## src/rtl/cube_move_pkg.sv

```systemverilog
// Shared constants for the cube move scheduler: face codes, button bit
// positions, move-code layout and the button-to-face map.
package cube_move_pkg;

    localparam logic [2:0] FACE_FRONT = 3'd0;
    localparam logic [2:0] FACE_BACK  = 3'd1;
    localparam logic [2:0] FACE_UP    = 3'd2;
    localparam logic [2:0] FACE_DOWN  = 3'd3;
    localparam logic [2:0] FACE_LEFT  = 3'd4;
    localparam logic [2:0] FACE_RIGHT = 3'd5;

    // Button vectors are ordered {C,L,U,R,D}, so D is bit 0.
    localparam int unsigned BTN_D   = 0;
    localparam int unsigned BTN_R   = 1;
    localparam int unsigned BTN_U   = 2;
    localparam int unsigned BTN_L   = 3;
    localparam int unsigned BTN_C   = 4;
    localparam int unsigned NUM_BTN = 5;

    localparam int unsigned MC_W        = 4;
    localparam int unsigned MC_CCW      = 3;
    localparam int unsigned MC_FACE_MSB = 2;
    localparam int unsigned MC_FACE_LSB = 0;

    function automatic logic [2:0] btn_face(input logic [2:0] idx);
        logic [2:0] face;
        face = FACE_FRONT;
        case (idx)
            3'(BTN_C): face = FACE_FRONT;
            3'(BTN_U): face = FACE_UP;
            3'(BTN_D): face = FACE_DOWN;
            3'(BTN_L): face = FACE_LEFT;
            3'(BTN_R): face = FACE_RIGHT;
            default:   face = FACE_FRONT;
        endcase
        return face;
    endfunction

endpackage

```

## src/rtl/cube_move_sched_fifo.sv

```systemverilog
// First-word fall-through FIFO for move codes; accepts a write while full
// when the head is popped in the same cycle.
module move_fifo
    import cube_move_pkg::*;
#(
    parameter int unsigned DEPTH = 4,
    parameter int unsigned CNT_W = $clog2(DEPTH) + 1
) (
    input  logic             clk,
    input  logic             rst_n,
    input  logic             flush,
    input  logic             wr_en,
    input  logic [MC_W-1:0]  wr_data,
    input  logic             rd_en,
    output logic [MC_W-1:0]  rd_data,
    output logic [CNT_W-1:0] count,
    output logic             full,
    output logic             empty
);

    localparam int unsigned AW = $clog2(DEPTH);

    logic [MC_W-1:0] mem [DEPTH];
    logic [AW-1:0]   rd_ptr;
    logic [AW-1:0]   wr_ptr;
    logic            do_wr;
    logic            do_rd;

    assign full    = (count == CNT_W'(DEPTH));
    assign empty   = (count == '0);
    assign do_rd   = rd_en && !empty;
    assign do_wr   = wr_en && (!full || do_rd);
    assign rd_data = empty ? '0 : mem[rd_ptr];

    always_ff @(posedge clk or negedge rst_n) begin
        if (!rst_n) begin
            rd_ptr <= '0;
            wr_ptr <= '0;
            count  <= '0;
            for (int unsigned i = 0; i < DEPTH; i++) mem[i] <= '0;
        end else if (flush) begin
            rd_ptr <= '0;
            wr_ptr <= '0;
            count  <= '0;
        end else begin
            if (do_wr) begin
                mem[wr_ptr] <= wr_data;
                wr_ptr      <= wr_ptr + AW'(1);
            end
            if (do_rd) rd_ptr <= rd_ptr + AW'(1);
            count <= count + CNT_W'(do_wr) - CNT_W'(do_rd);
        end
    end

endmodule

```

## src/rtl/cube_move_sched.sv

```systemverilog
// Merges on-board and PMOD move buttons into one ordered move queue:
// edge detect, pending/prime store, round-robin grant into move_fifo.
module cube_move_sched
    import cube_move_pkg::*;
#(
    parameter int unsigned FIFO_DEPTH = 4,
    parameter int unsigned CNT_W      = 3
) (
    input  logic             SI_ClkIn,
    input  logic             SI_Reset_N,
    input  logic             enable,
    input  logic             flush,
    input  logic [4:0]       pb_btn,
    input  logic             pb_prime,
    input  logic [4:0]       pmod_btn,
    input  logic             pmod_prime,
    input  logic             move_pop,
    output logic             move_valid,
    output logic [3:0]       move_code,
    output logic [CNT_W-1:0] fifo_count,
    output logic             overflow,
    output logic [7:0]       drop_cnt
);

    logic [4:0]       pb_prev;
    logic [4:0]       pmod_prev;
    logic [1:0][4:0]  pend;
    logic [1:0][4:0]  prime;
    logic [1:0][4:0]  edge_v;
    logic [1:0][4:0]  drop_v;
    logic [1:0][4:0]  set_v;
    logic [1:0][4:0]  gnt_mask;
    logic [1:0][4:0]  prime_nxt;
    logic [1:0]       prime_in;
    logic             rr_ptr;
    logic             gnt_src;
    logic             gnt_vld;
    logic [2:0]       gnt_idx;
    logic [MC_W-1:0]  wr_code;
    logic             fifo_full;
    logic             fifo_empty;
    logic             space;
    logic [3:0]       drop_num;
    logic [8:0]       drop_sum;

    function automatic logic [2:0] pick(input logic [4:0] p);
        logic [2:0] idx;
        idx = 3'(BTN_C);
        if      (p[BTN_U]) idx = 3'(BTN_U);
        else if (p[BTN_D]) idx = 3'(BTN_D);
        else if (p[BTN_L]) idx = 3'(BTN_L);
        else if (p[BTN_R]) idx = 3'(BTN_R);
        return idx;
    endfunction

    assign edge_v   = {pmod_btn & ~pmod_prev, pb_btn & ~pb_prev};
    assign prime_in = {pmod_prime, pb_prime};

    always_comb begin
        space    = !fifo_full || move_pop;
        gnt_src  = (|pend[0] && |pend[1]) ? rr_ptr : |pend[1];
        gnt_vld  = (|pend) && space && enable && !flush;
        gnt_idx  = pick(pend[gnt_src]);
        gnt_mask = '0;
        if (gnt_vld) gnt_mask[gnt_src][gnt_idx] = 1'b1;
        wr_code  = {prime[gnt_src][gnt_idx], btn_face(gnt_idx)};

        drop_v    = '0;
        set_v     = '0;
        prime_nxt = prime;
        // A bit granted this cycle is free again, so a new edge on it is a fresh request.
        if (enable && !flush) begin
            for (int unsigned s = 0; s < 2; s++) begin
                drop_v[s]    = edge_v[s] & pend[s] & ~gnt_mask[s];
                set_v[s]     = edge_v[s] & ~drop_v[s];
                prime_nxt[s] = (prime[s] & ~set_v[s]) | (set_v[s] & {5{prime_in[s]}});
            end
        end
        drop_num = 4'($countones(drop_v));
        drop_sum = {1'b0, drop_cnt} + 9'(drop_num);
    end

    always_ff @(posedge SI_ClkIn or negedge SI_Reset_N) begin
        if (!SI_Reset_N) begin
            pb_prev   <= '1;
            pmod_prev <= '1;
            pend      <= '0;
            prime     <= '0;
            rr_ptr    <= 1'b0;
            overflow  <= 1'b0;
            drop_cnt  <= '0;
        end else begin
            pb_prev   <= pb_btn;
            pmod_prev <= pmod_btn;
            if (flush || !enable) begin
                pend  <= '0;
                prime <= '0;
            end else begin
                pend  <= (pend & ~gnt_mask) | edge_v;
                prime <= prime_nxt;
            end
            if (gnt_vld) rr_ptr <= ~gnt_src;
            if (|drop_v) overflow <= 1'b1;
            drop_cnt <= drop_sum[8] ? 8'hFF : drop_sum[7:0];
        end
    end

    move_fifo #(
        .DEPTH (FIFO_DEPTH),
        .CNT_W (CNT_W)
    ) u_fifo (
        .clk     (SI_ClkIn),
        .rst_n   (SI_Reset_N),
        .flush   (flush),
        .wr_en   (gnt_vld),
        .wr_data (wr_code),
        .rd_en   (move_pop),
        .rd_data (move_code),
        .count   (fifo_count),
        .full    (fifo_full),
        .empty   (fifo_empty)
    );

    assign move_valid = !fifo_empty;

endmodule

```

## config.mk

```make
export PLATFORM = sky130hd
export DESIGN_NAME = cube_move_sched
export DESIGN_NICKNAME = d
export VERILOG_FILES = /design/src/rtl/cube_move_pkg.sv /design/src/rtl/cube_move_sched_fifo.sv /design/src/rtl/cube_move_sched.sv
export SDC_FILE = /design/constraint.sdc
export NUM_CORES = 1
export LEC_CHECK = 0
export CAP_MARGIN = 20
export CORE_UTILIZATION = 44
export CTS_BUF_LIST = sky130_fd_sc_hd__clkbuf_2
export DETAILED_ROUTE_END_ITERATION = 6
export GPL_ROUTABILITY_DRIVEN = 0
export HOLD_SLACK_MARGIN = 0.12
export PLACE_DENSITY = 0.72
export SLEW_MARGIN = 20
export SYNTH_ARGS = -nofsm -noshare
export SYNTH_HDL_FRONTEND = slang
export SYNTH_SLANG_ARGS = --single-unit
```

## constraint.sdc

```tcl
create_clock -name SI_ClkIn -period 14.8 [get_ports SI_ClkIn]
set_input_delay 2.22 -clock SI_ClkIn [delete_from_list [all_inputs] [get_ports SI_ClkIn]]
set_output_delay 2.22 -clock SI_ClkIn [all_outputs]
set_load 0.01 [all_outputs]
```

==> Word-level counts from Yosys, hierarchy flattened <==
Cells that the tools add are included.
{ "word_totals": {"reg_bits": 63, "out_inout_bits": 17, "in_bits": 17, "word_cells": 131} }
{ "classes": {"order_cmp": 7, "eq_ne": 4, "mux": 34, "n_bitwise": 29, "n_reduce_logical": 27, "n_addsub": 14} }
{ "ops": {"columns": ["op", "n"], "rows": [
  ["5-bit bitwise AND", 12],
  ["10-bit 2-to-1 mux", 5],
  ["5-bit inverter", 8],
  ["4-bit 2-to-1 mux", 6],
  ["10-bit OR reduction", 2],
  ["16-bit bitwise mux", 1],
  ["3-bit 2-to-1 mux", 5],
  ["5-bit 2-to-1 mux", 3],
  ["3-bit one-hot mux with 4 select lines", 1],
  ["1-bit by 1-bit adder with 2-bit output", 5],
  ["10-bit bitwise AND", 1],
  ["1-bit logical AND", 10],
  ["10-bit inverter", 1],
  ["10-bit bitwise OR", 1],
  ["5-bit bitwise OR", 2],
  ["5-bit OR reduction", 2],
  ["8-bit by 4-bit adder with 9-bit output", 1],
  ["4-bit binary-select mux with 2-bit select", 1],
  ["4-bit demux with 2-bit select", 1],
  ["2-bit 2-to-1 mux", 4],
  ["8-bit 2-to-1 mux", 1],
  ["2-bit by 2-bit adder with 3-bit output", 2],
  ["3-bit by 2-bit == test with 1-bit output, second input constant", 2],
  ["3-bit greater-or-equal comparator, second input constant", 2],
  ["other kinds (23)", 36]
]} }

==> Longest topological paths before layout <==
{ "logic_depth": {"word_depth": 25, "depth_mapped": 19, "mapped_depth_nobuf": 18} }

==> Hierarchy <==
Synthesis repeated with hierarchy kept, for this count alone.
{ "hier_totals": {"cells_unflattened": 339, "area_unflattened_um2": 3643.5} }
{ "modules_own_cells": {"columns": ["module", "cells_per_inst", "n_inst", "area_per_inst_um2", "seq_area_each_um2"], "rows": [
  ["cube_move_sched", 250, 1, 2393.5, 1013.5],
  ["move_fifo", 89, 1, 1249.9, 575.6]
]} }

==> Worst setup path before layout <==
No wires, ideal clock.
{ "synth_timing": {"path_kind": "input -> register", "start": "input flush", "end": "register drop_cnt[3]", "n_path_buf": 1, "setup_time_ns": 0.135, "required_time_ns": 14.665, "cell_stages": 18, "path_slack_ns": 7.988, "arrival_time_ns": 6.676, "path_cell_list": "clkbuf_1 -> nor2b_2 -> o41a_1 -> nand3_1 -> o21bai_2 -> nand3_1 -> inv_1 -> fa_1 -> inv_1 -> fa_1 -> inv_1 -> fa_1 -> fa_1 -> fa_1 -> a21o_1 -> a21oi_1 -> nand4bb_1 -> o21ai_0"} }
{ "synth_via": {"elab_chain_len": 12, "elab_cells_between_ends": 20, "classes_between": "add/sub: 10; mux: 3; bitwise: 4; reduce/logical: 3"} }
{ "synth_lines": {"columns": ["element", "line", "text"], "rows": [
  ["start: declaration", "cube_move_sched.sv:12", "input logic flush,"],
  ["1-bit zero test (*)", "cube_move_sched.sv:62, cube_move_sched.sv:72", null],
  ["1-bit logical AND", "cube_move_sched.sv:62", "gnt_vld = (|pend) && space && enable && !flush;"],
  ["10-bit 2-to-1 mux", "cube_move_sched.sv:65", "if (gnt_vld) gnt_mask[gnt_src][gnt_idx] = 1'b1;"],
  ["5-bit inverter", "cube_move_sched.sv:74", "drop_v[s] = edge_v[s] & pend[s] & ~gnt_mask[s];"],
  ["5-bit bitwise AND", "cube_move_sched.sv:74", null],
  ["10-bit 2-to-1 mux (*)", "cube_move_sched.sv:72", "if (enable && !flush) begin"],
  ["1-bit by 1-bit adder with 2-bit output (not written as such)", "cube_move_sched.sv:79", "drop_num = 4'($countones(drop_v));"],
  ["2-bit by 2-bit adder with 3-bit output (not written as such)", "cube_move_sched.sv:79", null],
  ["3-bit by 3-bit adder with 4-bit output (not written as such)", "cube_move_sched.sv:79", null],
  ["4-bit by 2-bit adder with 4-bit output (not written as such) (*)", "cube_move_sched.sv:79", null],
  ["8-bit by 4-bit adder with 9-bit output (*)", "cube_move_sched.sv:80", "drop_sum = {1'b0, drop_cnt} + 9'(drop_num);"],
  ["8-bit 2-to-1 mux (*)", "cube_move_sched.sv:104", "drop_cnt <= drop_sum[8] ? 8'hFF : drop_sum[7:0];"],
  ["end signal: assignment", "cube_move_sched.sv:104", null],
  ["end: declaration", "cube_move_sched.sv:22", "output logic [7:0] drop_cnt"]
]} }
Mark *: on every way between the ends. The rest lies on a longest branch, timed or not.
A chain may end at the register's enable or synchronous reset.

==> Final worst setup path <==
Same ends and word-level chain as after synthesis.

==> metrics.log <==
[metrics] most common cell type on the critical path: sky130_fd_sc_hd__fa_1
[metrics] switching share of power: 30.98%
[metrics] RSZ-0062 raised after global routing: no
[metrics] run status: finished, final reports clean
[metrics] Cell Int Power: 0.3326 mW
[metrics] leading post-synthesis cells by cell area: sky130_fd_sc_hd__dfrtp_1 39%, sky130_fd_sc_hd__dfstp_2 7.7%, sky130_fd_sc_hd__mux2_2 6.6%
[metrics] reg-to-reg critical path startpoint: pend[5]
[metrics] cell-by-cell listing of the critical path: clkdlybuf4s50_1 -> nor2b_2 -> o41a_1 -> nand3_1 -> o21bai_2 -> nand3_1 -> inv_1 -> fa_1 -> inv_1 -> fa_1 -> inv_1 -> fa_1 -> fa_1 -> fa_1 -> a21o_1 -> a21oi_1 -> nand4bb_1 -> o21ai_0
[metrics] achievable frequency: 138.5 MHz
[metrics] area of the core: 7370 um^2
[metrics] clk_skew: approximately 0.018 ns
[metrics] Async S/R FF share, synth: 100.0%
[metrics] count of max-cap constraint violations: 0
[metrics] hold endpoint: u_fifo.mem[4]
[metrics] Pins Over Slew Limit: 0
[metrics] startpoint type of the worst setup path: input pin
[metrics] final non-filler cell total: 454
[metrics] floorplan die area: 8137 um^2
[metrics] library cells used by synthesis: 53
[metrics] path category of the worst min-delay check: register to register
[metrics] Worst EP arrival: between 7 and 8 ns
[metrics] Final period util: 48.77%
[metrics] initial standard-cell utilization of the core: 46.45%
[metrics] cell type group with the largest total delay on the critical path: adder cells
[metrics] total I/O pin count: 34
[metrics] global-route wire length before repair: 11.84 mm
[metrics] Cells after Synth: 311
[metrics] maximum level of the CTS H-tree: 3
[metrics] worst hold path depth: 1
[metrics] count of input and output buffers: 33
[metrics] clock period minus worst slack: between 7 and 8 ns
[metrics] clock buffer count from CTS: 9
[metrics] proportion of power drawn by the clock network: 24.3%
[metrics] worst voltage drop across the vdd grid: 0.00006317 V
[metrics] number of antenna violations at the first check in global routing: 0
[metrics] number of global-route vias before repair: 2,491
[metrics] Cell Count Post-Placement: 438
[metrics] net load switching power: 0.1493 mW
[metrics] nets@finish: 386
[metrics] total power per unit cell area: 120.9 nW/um^2
[metrics] worst slew slack as a fraction of its limit: around 37%
[metrics] buffer type at the clock tree root: sky130_fd_sc_hd__clkbuf_2
[metrics] standard-cell rows: 31
[metrics] Worst Max-Slew Pin Slew: approximately 0.92 ns
[metrics] overall overflow remaining after global route: 0
[metrics] required time at the worst-slack endpoint: 15.17 ns
[metrics] sequential element share of the synthesized area: 46.42%
[metrics] average cell area after synthesis: 11.01 um^2
[metrics] ANT nets after route: 0
[metrics] launch point of the worst path: flush
[metrics] cells resized by post-CTS repair: 0
[metrics] master of the slowest instance on the critical path: sky130_fd_sc_hd__clkdlybuf4s50_1
[metrics] final setup violating endpoints: 0
[metrics] number of logic stages on the critical path including buffering: 18
[metrics] total half-perimeter wirelength after legalization and detailed placement: 4.992 mm
[metrics] number of antenna repair diodes: 0
[metrics] synthesized netlist net count: 347
[metrics] count of TritonRoute iterations in the first routing pass: 4
[metrics] Worst R2R Path Depth: 17
[metrics] largest fanout on the critical path: 9
[metrics] chip height: 90.21 um
[metrics] number of buffers inserted for hold repair after clock tree synthesis: 0
[metrics] 1st-iter DRT viols: approximately 120
[metrics] clock latency of the later-clocked register in the worst-skew pair: a little under 0.5 ns
[metrics] share of Yosys cell area claimed by the top area cell type: 38.74%
[metrics] library cell with the largest summed area after synthesis: sky130_fd_sc_hd__dfrtp_1
[metrics] final number of hold-violating endpoints: 0
[metrics] worst reg-to-reg setup slack: 9.22 ns
[metrics] Comb power frac: 30.4%
[metrics] final cell utilization of the core: between 50% and 60%
[metrics] Lkg Pwr: 1.778 nW
[metrics] number of storage elements in the synthesis netlist: 63
[metrics] floorplan die width: about 90 um
[metrics] startpoint of the lowest-slack hold path: u_fifo.mem[4]
[metrics] share of layout cells above drive strength 1: 19.15%
[metrics] final routed wirelength across all metal layers: approximately 6.6 mm
[metrics] kind of critical path: input pin to register
[metrics] post-detailed-route wirelength per cell: 14.62 um
[metrics] register share of total power: a little under half
[metrics] Worst path max stage delay: approximately 0.57 ns
[metrics] signed area change from the synthesized netlist to the final layout: 16.48%
[metrics] post-layout total power: 0.4820 mW
[metrics] ys flop type: sky130_fd_sc_hd__dfrtp_1
[metrics] clock-pin transition on the worst setup and hold timing paths: roughly 0.16 ns
[metrics] number of warnings printed during yosys synthesis: 0
[metrics] cell area after synthesis: 3423 um^2
[metrics] maximum clock path buffer count: 2
[metrics] maximum number of pins on one net before global-route repair: 64
[metrics] Final Instance Area: 3988 um^2
[metrics] FF-to-FF End: drop_cnt[3]
[metrics] CTS sink cnt: 63
[metrics] count of flip-flops with a built-in enable after synthesis: 0
[metrics] DRC: 0
[metrics] CP Capture Type: register
[metrics] total via count after detailed routing: roughly 2,400
[metrics] DR vias/cell: approximately 5.3
[metrics] number of post-CTS setup repair buffers: 0
[metrics] TritonCTS clock tree: done
[metrics] critical path buffer and inverter count: 4
[metrics] Total Neg Setup Slack: 0 ns
[metrics] post-placement cell area: 3857 um^2
[metrics] overall fraction of global-route tracks in use: 18.48%
-- power by group through the flow --
stage	registers, mW	logic, mW	clock network (mW)
2_1_floorplan	0.217	0.0940	0
3_3_place_gp	0.221	0.145	0
3_5_place_dp	0.222	0.148	0
4_1_cts	0.219	0.149	0.122
5_1_grt	0.222	0.165	0.128
6_report	0.218	0.146	0.117
-- logic make-up (layout without fill, tap and decap cells) --
family | Yosys count | count (layout) | synth area share (%)
adder cells (fa/ha/maj) | 19 | 19 | 8.699
flip-flops | 63 | 63 | 46.42
XOR/XNOR | 8 | 8 | 2.047
AND/OR/NAND/NOR | 99 | 99 | 15.28
buffers and inverters | 30 | 74 | 3.509
AO/OA/AOI/OAI | 59 | 59 | 12.21
multiplexers | 33 | 33 | 11.84
-- routing by layer --
layer,global-route usage (%),up-vias,wire length (um)
li1,-,1175,-
met1,23.43,1165,3062
met2,30.28,64,3177
met3,5.499,13,284
met4,5.914,0,112
met5,0,-,0
-- state kept, by name (all words and copies together) (netlist names) --
| register | flops |
|---|---|
| u_fifo.rd_ptr | 2 |
| drop_cnt | 8 |
| prime | 10 |
| pend | 10 |
| rr_ptr | 1 |
| u_fifo.wr_ptr | 2 |
| u_fifo.mem | 16 |
| pb_prev | 5 |
| overflow | 1 |
| u_fifo.count | 3 |
| pmod_prev | 5 |
-- layout by cell type (no fill, tap or decap), types with 9 or more instances in the layout --
cell / instances
sky130_fd_sc_hd__nand2_1: 24
sky130_fd_sc_hd__dfstp_2: 10
sky130_fd_sc_hd__mux2_2: 20
sky130_fd_sc_hd__clkdlybuf4s50_1: 32
sky130_fd_sc_hd__o21ai_0: 9
sky130_fd_sc_hd__ha_1: 11
sky130_fd_sc_hd__dfrtp_1: 53
sky130_fd_sc_hd__mux2i_1: 9
sky130_fd_sc_hd__nand2b_1: 16
sky130_fd_sc_hd__nor2_1: 20
sky130_fd_sc_hd__clkbuf_2: 12
sky130_fd_sc_hd__inv_1: 22
sky130_fd_sc_hd__a21oi_1: 20
sky130_fd_sc_hd__nor3_1: 9
-- how the worst max path moves through the flow --
stage	slack (ns)	end
2_1_floorplan	7.99	drop_cnt[3]
3_3_place_gp	7.26	drop_cnt[3]
3_5_place_dp	7.09	drop_cnt[3]
4_1_cts	7.61	drop_cnt[3]
5_1_grt	7.32	drop_cnt[3]
6_report	7.58	drop_cnt[3]
-- area by class of cell --
type / count / area [um^2]
fillers: 651 / 3382
multi-input cells: 218 / 1714
flip-flops and latches: 63 / 1589
repair buffers: 36 / 347.8
well taps: 99 / 123.9
inverters: 22 / 82.58
clock inverters: 4 / 70.07
clock buffers: 12 / 60.06
-- cells in the mapped netlist (2+ instances only) --
library cell and n:
sky130_fd_sc_hd__o21ai_0 9, sky130_fd_sc_hd__xor2_1 3, sky130_fd_sc_hd__dfrtp_1 53, sky130_fd_sc_hd__nor3_1 9
sky130_fd_sc_hd__ha_1 11, sky130_fd_sc_hd__nand2b_1 16, sky130_fd_sc_hd__o211ai_1 2, sky130_fd_sc_hd__fa_1 8
sky130_fd_sc_hd__inv_1 22, sky130_fd_sc_hd__a21oi_1 20, sky130_fd_sc_hd__o41ai_1 2, sky130_fd_sc_hd__nand3_1 4
sky130_fd_sc_hd__a31oi_1 2, sky130_fd_sc_hd__a21o_1 4, sky130_fd_sc_hd__nor2b_1 8, sky130_fd_sc_hd__xnor2_1 5
sky130_fd_sc_hd__nor2_1 20, sky130_fd_sc_hd__o31ai_1 4, sky130_fd_sc_hd__dfstp_2 10, sky130_fd_sc_hd__mux2i_1 9
sky130_fd_sc_hd__clkbuf_1 6, sky130_fd_sc_hd__mux2_2 20, sky130_fd_sc_hd__mux4_2 4, sky130_fd_sc_hd__a21oi_2 2
sky130_fd_sc_hd__nor4_2 2, sky130_fd_sc_hd__and2_1 6, sky130_fd_sc_hd__nand2_1 24
-- metrics by stage --
stage	hold WS, ns	worst slack (ns)
3_5_place_dp	0.4913	7.090
6_report	0.5233	7.582
3_3_place_gp	0.4820	7.259
4_1_cts	0.5269	7.613
5_1_grt	0.5426	7.321
2_1_floorplan	0.4738	7.988
No activity file was read; power rests on OpenSTA's default activity.
